--- src/rtl/fetch_unit.sv ---
// fetch_unit: instruction-fetch stage of the 5-stage RV32I pipeline.
// Owns the PC, issues I-cache reads, loads the IF/ID register, and hides
// I-cache miss latency. A redirect that arrives mid-miss is parked and
// applied once the miss completes; the late instruction is thrown away.

module fetch_unit #(
   parameter logic [31:0] RESET_PC = 32'h0000_0000,
   parameter logic [31:0] NOP      = 32'h0000_0013
) (
   input  logic        clk,
   input  logic        rst,
   input  logic        stall_pc,
   input  logic        flush_ifid,
   input  logic        redirect_valid,
   input  logic [31:0] redirect_pc,
   output logic        ic_req,
   output logic [31:0] ic_addr,
   input  logic [31:0] ic_rdata,
   input  logic        ic_stall,
   output logic        ifid_valid,
   output logic [31:0] ifid_pc,
   output logic [31:0] ifid_inst,
   output logic        fetch_stall,
   output logic [15:0] miss_cycles
);

   // WAIT is a miss with nothing pending; SQUASH is a miss whose returning
   // word must be discarded because a redirect was seen while waiting.
   typedef enum logic [1:0] {
      FETCH  = 2'd0,
      WAIT   = 2'd1,
      SQUASH = 2'd2
   } state_t;

   state_t      state_q,     state_d;
   logic [31:0] pc_q,        pc_d;
   logic [31:0] savedPc_q,   savedPc_d;
   logic        ifidValid_q, ifidValid_d;
   logic [31:0] ifidPc_q,    ifidPc_d;
   logic [31:0] ifidInst_q,  ifidInst_d;
   logic [15:0] missCycles_q, missCycles_d;
   logic [31:0] pcPlus4;

   assign pcPlus4 = pc_q + 32'd4;

   // Next-state logic: redirect beats flush beats stall on a delivered word;
   // during a miss the PC holds and only the parked redirect target changes.
   always_comb begin
      state_d      = state_q;
      pc_d         = pc_q;
      savedPc_d    = savedPc_q;
      ifidValid_d  = ifidValid_q;
      ifidPc_d     = ifidPc_q;
      ifidInst_d   = ifidInst_q;
      missCycles_d = missCycles_q;

      if (ic_stall && (missCycles_q != 16'hFFFF)) begin
         missCycles_d = missCycles_q + 16'd1;
      end

      case (state_q)
         FETCH, WAIT: begin
            if (ic_stall) begin
               if (redirect_valid) begin
                  savedPc_d = redirect_pc;
                  state_d   = SQUASH;
               end else begin
                  state_d   = WAIT;
               end
            end else begin
               state_d = FETCH;
               if (redirect_valid) begin
                  pc_d        = redirect_pc;
                  ifidValid_d = 1'b0;
                  ifidInst_d  = NOP;
               end else if (flush_ifid) begin
                  pc_d        = pcPlus4;
                  ifidValid_d = 1'b0;
                  ifidInst_d  = NOP;
               end else if (!stall_pc) begin
                  pc_d        = pcPlus4;
                  ifidValid_d = 1'b1;
                  ifidPc_d    = pc_q;
                  ifidInst_d  = ic_rdata;
               end
            end
         end

         SQUASH: begin
            if (ic_stall) begin
               if (redirect_valid) begin
                  savedPc_d = redirect_pc;
               end
            end else begin
               pc_d        = redirect_valid ? redirect_pc : savedPc_q;
               ifidValid_d = 1'b0;
               ifidInst_d  = NOP;
               state_d     = FETCH;
            end
         end

         default: begin
            state_d = FETCH;
         end
      endcase
   end

   // State and pipeline registers; reset abandons any in-flight miss.
   always_ff @(posedge clk or posedge rst) begin
      if (rst) begin
         state_q      <= FETCH;
         pc_q         <= RESET_PC;
         savedPc_q    <= 32'h0;
         ifidValid_q  <= 1'b0;
         ifidPc_q     <= 32'h0;
         ifidInst_q   <= NOP;
         missCycles_q <= 16'h0;
      end else begin
         state_q      <= state_d;
         pc_q         <= pc_d;
         savedPc_q    <= savedPc_d;
         ifidValid_q  <= ifidValid_d;
         ifidPc_q     <= ifidPc_d;
         ifidInst_q   <= ifidInst_d;
         missCycles_q <= missCycles_d;
      end
   end

   assign ic_req      = ~rst;
   assign ic_addr     = pc_q;
   assign ifid_valid  = ifidValid_q;
   assign ifid_pc     = ifidPc_q;
   assign ifid_inst   = ifidInst_q;
   assign miss_cycles = missCycles_q;
   assign fetch_stall = ic_stall | (state_q == SQUASH);

endmodule

--- config.mk ---
export PLATFORM = sky130hd
export DESIGN_NAME = fetch_unit
export DESIGN_NICKNAME = d
export VERILOG_FILES = /design/src/rtl/fetch_unit.sv
export SDC_FILE = /design/constraint.sdc
export NUM_CORES = 1
export LEC_CHECK = 0
export CELL_PAD_IN_SITES_DETAIL_PLACEMENT = 2
export CELL_PAD_IN_SITES_GLOBAL_PLACEMENT = 2
export CORE_AREA = 2 2 148 150
export DETAILED_ROUTE_END_ITERATION = 10
export DIE_AREA = 0 0 150 152
export MAX_ROUTING_LAYER = met4
export PLACE_DENSITY = 0.91
export SLEW_MARGIN = 20
export SYNTH_ARGS = -nofsm -noshare
export SYNTH_HDL_FRONTEND = slang
export SYNTH_SLANG_ARGS = --single-unit
--- constraint.sdc ---
create_clock -name clk -period 13.2 [get_ports clk]
set_input_delay 2.64 -clock clk [delete_from_list [all_inputs] [get_ports clk]]
set_output_delay 2.64 -clock clk [all_outputs]
set_load 0.05 [all_outputs]
# Yosys cells after proc, flatten, opt, wreduce, memory -nomap -nowiden
# Index checks and enable logic that the tools add are counted.
# totals
reg_bits,147
input_bits,70
# op_classes
n_eq_ne,6
n_addsub,2
reduce_logical,8
mux,23
bitwise_logic,6
# op_table
operator,count
2-to-1 mux 32 bit,11
one-hot mux 32 bit (2 select lines),2
"adder 32 x 3 -> 32 bit, second input constant",1
"adder 16 x 1 -> 16 bit, second input constant",1
"inequality test 16 bit, second input constant",1
2-to-1 mux 2 bit,3
2-to-1 mux 1 bit,5
inverter 1 bit,5
AND reduction 5 bit,1
"inequality test 2 bit, second input constant",2
"inequality test 4 bit, second input constant",1
one-hot mux 2 bit (2 select lines),1
AND reduction 4 bit,1
OR reduction 3 bit,1
"== test 2 x 1 -> 1 bit, second input constant",1
"== test 2 bit, second input constant",1
zero test 2 bit,1
one-hot mux 1 bit (2 select lines),1
AND reduction 2 bit,1
nonzero test 2 bit,1
OR reduction 2 bit,1
logical AND 1 bit,1
bitwise OR 1 bit,1

# Depth between registers and ports, before layout
# Gate-level depths: netlist of run 1.
# depth
ltp_word,6
depth_mapped,8
ltp_nobuf,6

# Worst setup path after synthesis of run 1
# No wires, ideal clock.
# synth_timing
kind,input to output
startpoint,input rst
endpoint,output ic_req
cell_stages,1
path_buffers,0
t_arrival_ns,5.940
path_slack_ns,4.620
cell_sequence,inv_1
# synth_between
elab_chain_len,1
# synth_lines
item,line_no,source
"start, declared",11,"input logic rst,"
inverter 1 bit,129,assign ic_req = ~rst;
"end, declared",16,"output logic ic_req,"
# Every way passes these cells.

# Worst setup path after layout of run 1
# Ends and elaborated chain as after synthesis.

==> results.ini, run 1 <==
[place]
portBuffers = 184
dp_cells = 1106
place_congestion = 0.7622
dp_slack_ns = 5.780
placed_area_um2 = 8796
post-dp-hpwl_um = 15710

[critical_path]
crit_required_ns = 10.56
crit_type = in -> out
worst_setup_path_start_kind = input pin
worstPathArrival_ns = 4.70
endpoint_kind = primary output
reg2regPathDepth = 4
cp_max_fo = 89

[floorplan]
ioPinCount = 185
rows = 54
die_h_um = 152
initial_core_util_pct = 31.42
die_w_um = 150
die_area_um2 = 22800
coreArea_um2 = 21350

[route]
viasPerCell = 5.365
route.detailed.drc = 0
antenna_left = 0
num_vias = 6132
totalWireLength_um = 25000
wl_per_cell_um = 21.87
drt_iter0_markers = 339
firstDrtPassIters = 4

[clock_network]
clock_sinks = 147
post_cts_resized = 0
htree_levels = 4
cts.path.max_buffers = 2
clockRootBuffer = clkbuf_16
clk_latency_ns = 0.44
holdBufCountCts = 0
cts_tree = done
clkTransAtPathRegs_ns = 0.06
cts_inserted_buffers = 17
cts_setup_buffers = 0

[yosys]
synthTopCellsByCount = nand2_1 (153), dfrtp_1 (144), o21ai_0 (42)
yosysWarnings = 0
synth.most_common_cell = nand2_1
yosys.area.top_type = dfrtp_1
yosysUniqueCellTypes = 56
post_synth.cell_area_avg_um2 = 9.939
synth-async-reset-ratio_pct = 100.0
synth_ff_type = dfrtp_1
netlist_area_um2 = 6709
syn_inst = 675
synth_seq_cells = 147
synth_nets = 747
synth_edf_count = 0
synth_area_leaders = dfrtp_1 (54%), nand2_1 (8.6%), mux2_2 (5.4%)
seq_area_frac_synth_pct = 54.89
synth.top_cell.area_share_pct = 53.71

[sta]
fin_crit_ns = 7.344
rsz0062_at_grt = false
hold_slack_ns = 0.4765
setup_violations = 0
worst_pin_slew_ns = 0.8897
slew_headroom_pct = 40.69
hold_viol_final = 0
worst_slack_ns = 5.856
layout_worst_path_cycle_share_pct = 55.64
final.setup_skew_ns = 0.01433
final.setup.tns_ns = 0
slew_viol_final = 0
clock.fmax_mhz = 136.2

[worst_hold_path]
hold_depth = 2
hold_class = reg -> reg

[finish]
fin_cells = 1143
multi_input_area_um2 = 2816
drive_gt1_share_pct = 9.674
register_area_um2 = 3682
fin_area_um2 = 9472
area_delta_synth_final_pct = 41.18
fillers = 2300
final_nets = 917
final_core_util_pct = 44.36

[run_status]
outcome = completed

[grt]
grt_use_total_pct = 23.10
grt_pass1_vias = 6914
grt_max_degree = 90
overflow = 0
grt_pass1_wl_um = 39610
antenna_found_initial = 5

[power_and_ir_drop]
p_per_area_nw_per_um2 = 177.7
ir_drop_mv = 0.1059
power_leakage_nw = 4.015
power.total_mw = 1.683

[job]
cap_violations = 0

==> kinds of logic after synthesis <==
group                      after synthesis  share of synthesized area, %
xor gates and xnor gates                14                         1.828
adders and majority gates                2                        0.3729
DFF                                    147                         54.89
muxes                                   34                         5.688
and+or+nand+nor                        265                         18.56
AOI/OAI and AO/OA                      161                         15.39
buffers and inverters                   52                         3.282
==> report_power, final <==
| part | leakage, nW | switching (mW) | internal [mW] |
|---|---|---|---|
| Clock | 0.321 | 0.200 | 0.356 |
| Combinational | 1.84 | 0.343 | 0.177 |
| Sequential | 1.85 | 0.0817 | 0.525 |
| Total | 4.01 | 0.624 | 1.06 |
==> layout by cell type (no fill, tap or decap), types with 7 or more instances in the layout <==
cell type,netlist,routed
a21oi_1,31,31
a22o_1,30,30
and3_1,10,10
buf_4,0,9
clkbuf_16,0,17
clkdlybuf4s50_1,0,183
dfrtp_1,144,144
inv_1,9,8
mux2_2,32,32
nand2_1,153,153
nand3_1,27,27
nand4_1,11,11
nor2_1,23,23
nor3_1,7,7
o21ai_0,42,42
o21ai_1,21,21
or4_1,8,8
xnor2_1,11,11
==> path summary, 6_finish.rpt <==
kind | slack (ns) | to | start
hold / removal | 0.48 | ifid_pc[15]$_DFFE_PP0P_ | ifid_pc[15]$_DFFE_PP0P_
setup reg to reg | 10.44 | ifid_inst[7]$_DFFE_PP0P_ | state_q[1]$_DFFE_PP0N_
setup / recovery | 5.86 | ic_req | rst
max in group asynchronous | 9.08 | savedPc_q[15]$_DFFE_PP0P_ | rst
min in group asynchronous | 2.78 | ifid_inst[29]$_DFFE_PP0P_ | rst
hold reg to reg | 0.48 | ifid_pc[15]$_DFFE_PP0P_ | ifid_pc[15]$_DFFE_PP0P_
==> layer usage <==
layer	routed length, µm	vias up	GRT usage [%]
met5	0	-	-
met4	681	0	7.996
met3	1270	48	6.036
met2	12620	179	37.51
met1	10420	3159	27.77
li1	-	2746	-
==> flip-flops by register name (all words and copies together) (netlist names) <==
name / count
miss_cycles: 16
state_q: 2
ifid_pc: 32
ic_addr: 32
ifid_inst: 32
ifid_valid: 1
savedPc_q: 32
==> worst max-delay path, stage by stage <==
cell and delay (ns):
clkdlybuf4s50_1 0.47, inv_6 0.63, clkdlybuf4s50_1 0.94
==> layout make-up <==
| cell class | instances | area share, % |
|---|---|---|
| Sequential cell | 147 | 38.88 |
| Multi-Input combinational cell | 476 | 29.74 |
| Timing Repair Buffer | 193 | 20.11 |
| Clock buffer | 24 | 5.192 |
| Tap cell | 280 | 3.699 |
| Clock inverter | 8 | 1.810 |
| Inverter | 10 | 0.4491 |
| Antenna cell | 5 | 0.1321 |
Note: power is estimated with default switching activity, not from simulation.
==> inputs of run 2 (changes only) <==
- CORE_AREA: 2 2 148 150 -> 2 2 164 166
- DIE_AREA: 0 0 150 152 -> 0 0 166 168
- PLACE_DENSITY: 0.91 -> 0.79
- clock period: 13.2 -> 6.45 ns (I/O delays scaled with it)
==> run 2 against run 1 <==
  * Design area up 0.26%
  * Non-clock buffer count did not move
  * Sequential share of layout area shrank 0.10 points
  * Clock-buffer cell count fell by 5
  * Critical path depth did not move
  * Critical path type unchanged
  * Power is 96% higher
  * Sequential cell count is the same
  * First-iteration DRC count down 29%
==> results.ini, run 2 (synthesis gave the netlist of run 1 again) <==
[run_status]
outcome = completed

[worst_hold_path]
hold_depth = 2
hold_class = reg -> reg
min_to = ifid_pc[14]$_DFFE_PP0P_
worstHoldStart = ifid_pc[14]$_DFFE_PP0P_

[sta]
rsz0062_at_grt = false
final.setup_skew_ns = 0.01463
worst_pin_slew_ns = 0.9401
slew_viol_final = 0
clock.fmax_mhz = 229.5
layout_worst_path_cycle_share_pct = 67.56
fin_crit_ns = 4.357
hold_viol_final = 0
setup_violations = 0
slew_headroom_pct = 37.33
hold_slack_ns = 0.4799
worst_slack_ns = 2.093
final.setup.tns_ns = 0

[finish]
drive_gt1_share_pct = 10.02
multi_input_area_um2 = 2821
final_nets = 917
register_area_um2 = 3682
layout_common_cells = clkdlybuf4s50_1 (183), nand2_1 (153), dfrtp_1 (144), o21ai_0 (42), mux2_2 (32)
fillers = 2833
fin_area_um2 = 9497
fin_cells = 1206
final_core_util_pct = 36.04
area_delta_synth_final_pct = 41.55
layout_commonest_cell = clkdlybuf4s50_1

[critical_path]
r2r-end = ifid_inst[23]$_DFFE_PP0P_
endpoint_kind = primary output
reg2reg_slack_ns = 3.81
reg2regPathDepth = 4
crit_family = buffers and inverters
crit_slowest_cell = clkdlybuf4s50_1
slowest_delay_ns = 0.82
rr_startpoint = state_q[1]$_DFFE_PP0N_
timing.critical_path.mode_cell = clkdlybuf4s50_1
cp_max_fo = 12
crit_type = in -> out
worstPathArrival_ns = 3.07
critPathBufInv = 2
worst_setup_path_start_kind = input pin
path_cells = clkdlybuf4s50_1 > nand2b_1 > clkdlybuf4s50_1
crit_required_ns = 5.16

[clock_network]
clock_sinks = 147
clk_latency_ns = 0.43
cts_setup_buffers = 0
clockRootBuffer = clkbuf_16
clkTransAtPathRegs_ns = 0.06
cts_tree = done
cts_inserted_buffers = 17
htree_levels = 4
post_cts_resized = 0
holdBufCountCts = 0
cts.path.max_buffers = 2

[power_and_ir_drop]
ir_drop_mv = 0.1636
power_leakage_nw = 3.983
power.total_mw = 3.307
p_per_area_nw_per_um2 = 348.2

[place]
dp_slack_ns = 2.091
post-dp-hpwl_um = 16060
portBuffers = 184
place_congestion = 0.7180
dp_cells = 1167
placed_area_um2 = 8877

[route]
firstDrtPassIters = 5
route.detailed.drc = 0
wl_per_cell_um = 19.42
totalWireLength_um = 23420
num_vias = 5996
antenna_left = 0
drt_iter0_markers = 241
dr_wl_met2_um = 11330
wl_met1_um = 10490
top_layer_used = met4
route.met3.wl_um = 1191
viasPerCell = 4.972

[floorplan]
die_h_um = 168
initial_core_util_pct = 25.46
rows = 60
die_area_um2 = 27890
ioPinCount = 185
coreArea_um2 = 26350
die_w_um = 166

[grt]
antenna_found_initial = 7
grt_pass1_vias = 6564
grt_max_degree = 60
grt_pass1_wl_um = 37360
grt_use_total_pct = 17.52
overflow = 0

[job]
cap_violations = 0

==> run 2: changes by cell type in the layout (fill, tap and decap cells not counted), sizes merged <==
cell      previous run  this run
bufinv               5         2
diode                5         7
inv                 10        13
clkbuf              24        19
clkinv               2         5
clkinvlp             1         3
==> run 2: routing by layer <==
metal | global-route usage, % | vias up
li1 | - | 2746
met1 | 21.83 | 3087
met2 | 28.02 | 144
met3 | 4.490 | 19
met4 | 5.520 | 0
met5 | - | -
==> run 2: tightest hold or removal path, delay by kind of cell, from the launching register on <==
kind / cells / cell delay, ns
DFF: 1 / 0.34
and+or+nand+nor: 2 / 0.10
==> run 2: area by class of cell <==
| class | instances | share of cell area [%] |
|---|---|---|
| Multi-Input combinational cell | 476 | 29.71 |
| Antenna cell | 7 | 0.1845 |
| Tap cell | 341 | 4.493 |
| Clock inverter | 13 | 1.568 |
| Inverter | 10 | 0.4480 |
| Clock buffer | 19 | 4.769 |
| Sequential cell | 147 | 38.77 |
| Timing Repair Buffer | 193 | 20.05 |
==> run 2: how the worst max path moves through the flow <==
stage | from | to | slack, ns | cells after the start
5_1_grt | ic_stall | fetch_stall | 2.04 | 3
6_report | ic_stall | fetch_stall | 2.09 | 3
2_1_floorplan | rst | ic_req | 0.57 | 1
3_3_place_gp | ic_stall | fetch_stall | 2.11 | 3
4_1_cts | ic_stall | fetch_stall | 2.08 | 3
3_5_place_dp | ic_stall | fetch_stall | 2.09 | 3
==> run 2: power breakdown <==
group	switching (mW)	internal, mW
Clock	0.428	0.596
Combinational	0.684	0.362
Sequential	0.162	1.07
==> inputs of run 3 (changes only) <==
- CORE_AREA: 2 2 164 166 -> 2 2 156 158
- DIE_AREA: 0 0 166 168 -> 0 0 158 160
- PLACE_DENSITY: 0.79 -> 0.83
- clock period: 6.45 -> 4.25 ns (I/O delays scaled with it)
==> run 3 against run 2 <==
  * Sequential power grew 52%
  * Sequential share of layout area is 0.17 points lower
  * Worst setup slack worse by 1.1 ns
  * Global-route usage grew 2.3 points
  * Critical path depth unchanged
  * Register-to-register slack got worse by 2.2 ns
  * Cell count decreased by 1.5%
  * Clock power grew 63%
  * Power is 55% higher
  * Sequential cell count unchanged
  * Critical endpoint unchanged
  * Utilization grew 4.0 points
  * Combinational power is 51% higher
==> results.ini, run 3 (synthesis gave the netlist of run 1 again) <==
[clock_network]
cts_inserted_buffers = 17
cts_setup_buffers = 0
cts.path.max_buffers = 2
cts_tree = done
clkTransAtPathRegs_ns = 0.06
post_cts_resized = 0
htree_levels = 4
holdBufCountCts = 0
clockRootBuffer = clkbuf_16
clk_latency_ns = 0.43
clock_sinks = 147

[route]
wl_per_cell_um = 19.73
drt_iter0_markers = 265
antenna_left = 0
viasPerCell = 5.046
num_vias = 5995
route.detailed.drc = 0
firstDrtPassIters = 4
totalWireLength_um = 23440

[critical_path]
crit_required_ns = 3.40
rr_startpoint = state_q[0]$_DFFE_PP0N_
worst_setup_path_start_kind = input pin
crit_type = in -> out
cp_max_fo = 4
reg2regPathDepth = 5
worstPathArrival_ns = 2.44
reg2reg_slack_ns = 1.63
r2r-end = ic_addr[22]$_DFFE_PP0P_
endpoint_kind = primary output

[sta]
worst_pin_slew_ns = 0.9618
worst_slack_ns = 0.9610
final.setup.tns_ns = 0
hold_slack_ns = 0.4777
setup_violations = 0
final.setup_skew_ns = 0.007988
hold_viol_final = 0
slew_headroom_pct = 35.88
rsz0062_at_grt = false
fin_crit_ns = 3.289
slew_viol_final = 0
layout_worst_path_cycle_share_pct = 77.39
clock.fmax_mhz = 304.0

[place]
post-dp-hpwl_um = 15750
place_congestion = 0.7432
portBuffers = 184
dp_cells = 1152
dp_slack_ns = 0.8030

[finish]
drive_gt1_share_pct = 10.00
area_delta_synth_final_pct = 42.17
layout_commonest_cell = clkdlybuf4s50_1
final_nets = 919
fillers = 2577
fin_cells = 1188
layout_common_cells = clkdlybuf4s50_1 (183), nand2_1 (153), dfrtp_1 (144), o21ai_0 (42), mux2_2 (32)

[floorplan]
die_h_um = 160
initial_core_util_pct = 28.16
coreArea_um2 = 23820
ioPinCount = 185
rows = 57
die_w_um = 158
die_area_um2 = 25280

[worst_hold_path]
min_to = ifid_pc[31]$_DFFE_PP0P_
hold_class = reg -> reg
worstHoldStart = ifid_pc[31]$_DFFE_PP0P_
hold_depth = 2

[run_status]
outcome = completed

[power_and_ir_drop]
intPower_mw = 3.228
power.total_mw = 5.140
p_per_area_nw_per_um2 = 538.9
power_frac_seq_pct = 36.6
p_sw_share_pct = 37.20
power_leakage_nw = 4.012
pwr-share-clk_pct = 32.4
p_comb_share_pct = 31.0
ir_drop_mv = 0.2257
p_switching_mw = 1.912

[grt]
grt_use_total_pct = 19.87
grt_pass1_wl_um = 37910
grt_pass1_vias = 6765
grt_max_degree = 148
overflow = 0
antenna_found_initial = 4

[job]
cap_violations = 0

## run 3: cell count changes in the layout (fill, tap and decap cells not counted), sizes merged
cell,change
bufinv,+3
buf,+2
inv,-3
diode,-3
## run 3: worst max-delay path, stage by stage
cell             delay [ns]
clkdlybuf4s50_1        0.60
nand2b_1               0.17
clkdlybuf4s50_1        0.82
## run 3: per-layer routing
metal  global-route usage, %  vias up  share of wire (%)
li1                        -     2749                  -
met1                   24.31     3066                 43
met2                   32.43      147                 50
met3                   5.156       33                5.0
met4                   5.528        0                2.0
met5                       -        -                  0
## run 3: worst max path at each step
stage,start,to,depth (start not counted)
floorplan,rst,ic_req,1
global placement,flush_ifid,ifid_pc[16]$_DFFE_PP0P_,6
detailed placement,flush_ifid,ifid_pc[2]$_DFFE_PP0P_,6
CTS,state_q[0]$_DFFE_PP0N_,fetch_stall,3
global route,state_q[0]$_DFFE_PP0N_,fetch_stall,3
finish,ic_stall,fetch_stall,3
## run 3: power groups by stage
| stage | combinational (mW) | sequential [mW] | clock, mW |
|---|---|---|---|
| finish | 1.59 | 1.88 | 1.66 |
| detailed placement | 1.61 | 1.91 | 0 |
| global placement | 1.56 | 1.89 | 0 |
| global route | 1.69 | 1.92 | 1.77 |
| floorplan | 0.395 | 2.47 | 0 |
| CTS | 1.61 | 1.89 | 1.72 |
## run 3: metrics by stage
step,cell area [µm²],utilization (%)
2_1_floorplan,6713,-
3_3_place_gp,8889,37.31
3_5_place_dp,8889,37.31
4_1_cts,9528,40.00
5_1_grt,9538,40.04
6_report,9538,40.04
## run 3: layout make-up
cell class / instances / area, µm² / share of cell area (%)
Sequential cell: 147 / 3682 / 38.61
Multi-Input combinational cell: 476 / 2828 / 29.65
Timing Repair Buffer: 195 / 1932 / 20.25
Clock buffer: 19 / 432.9 / 4.539
Tap cell: 324 / 405.4 / 4.250
Clock inverter: 13 / 206.4 / 2.165
Inverter: 10 / 41.29 / 0.4329
Antenna cell: 4 / 10.01 / 0.1049
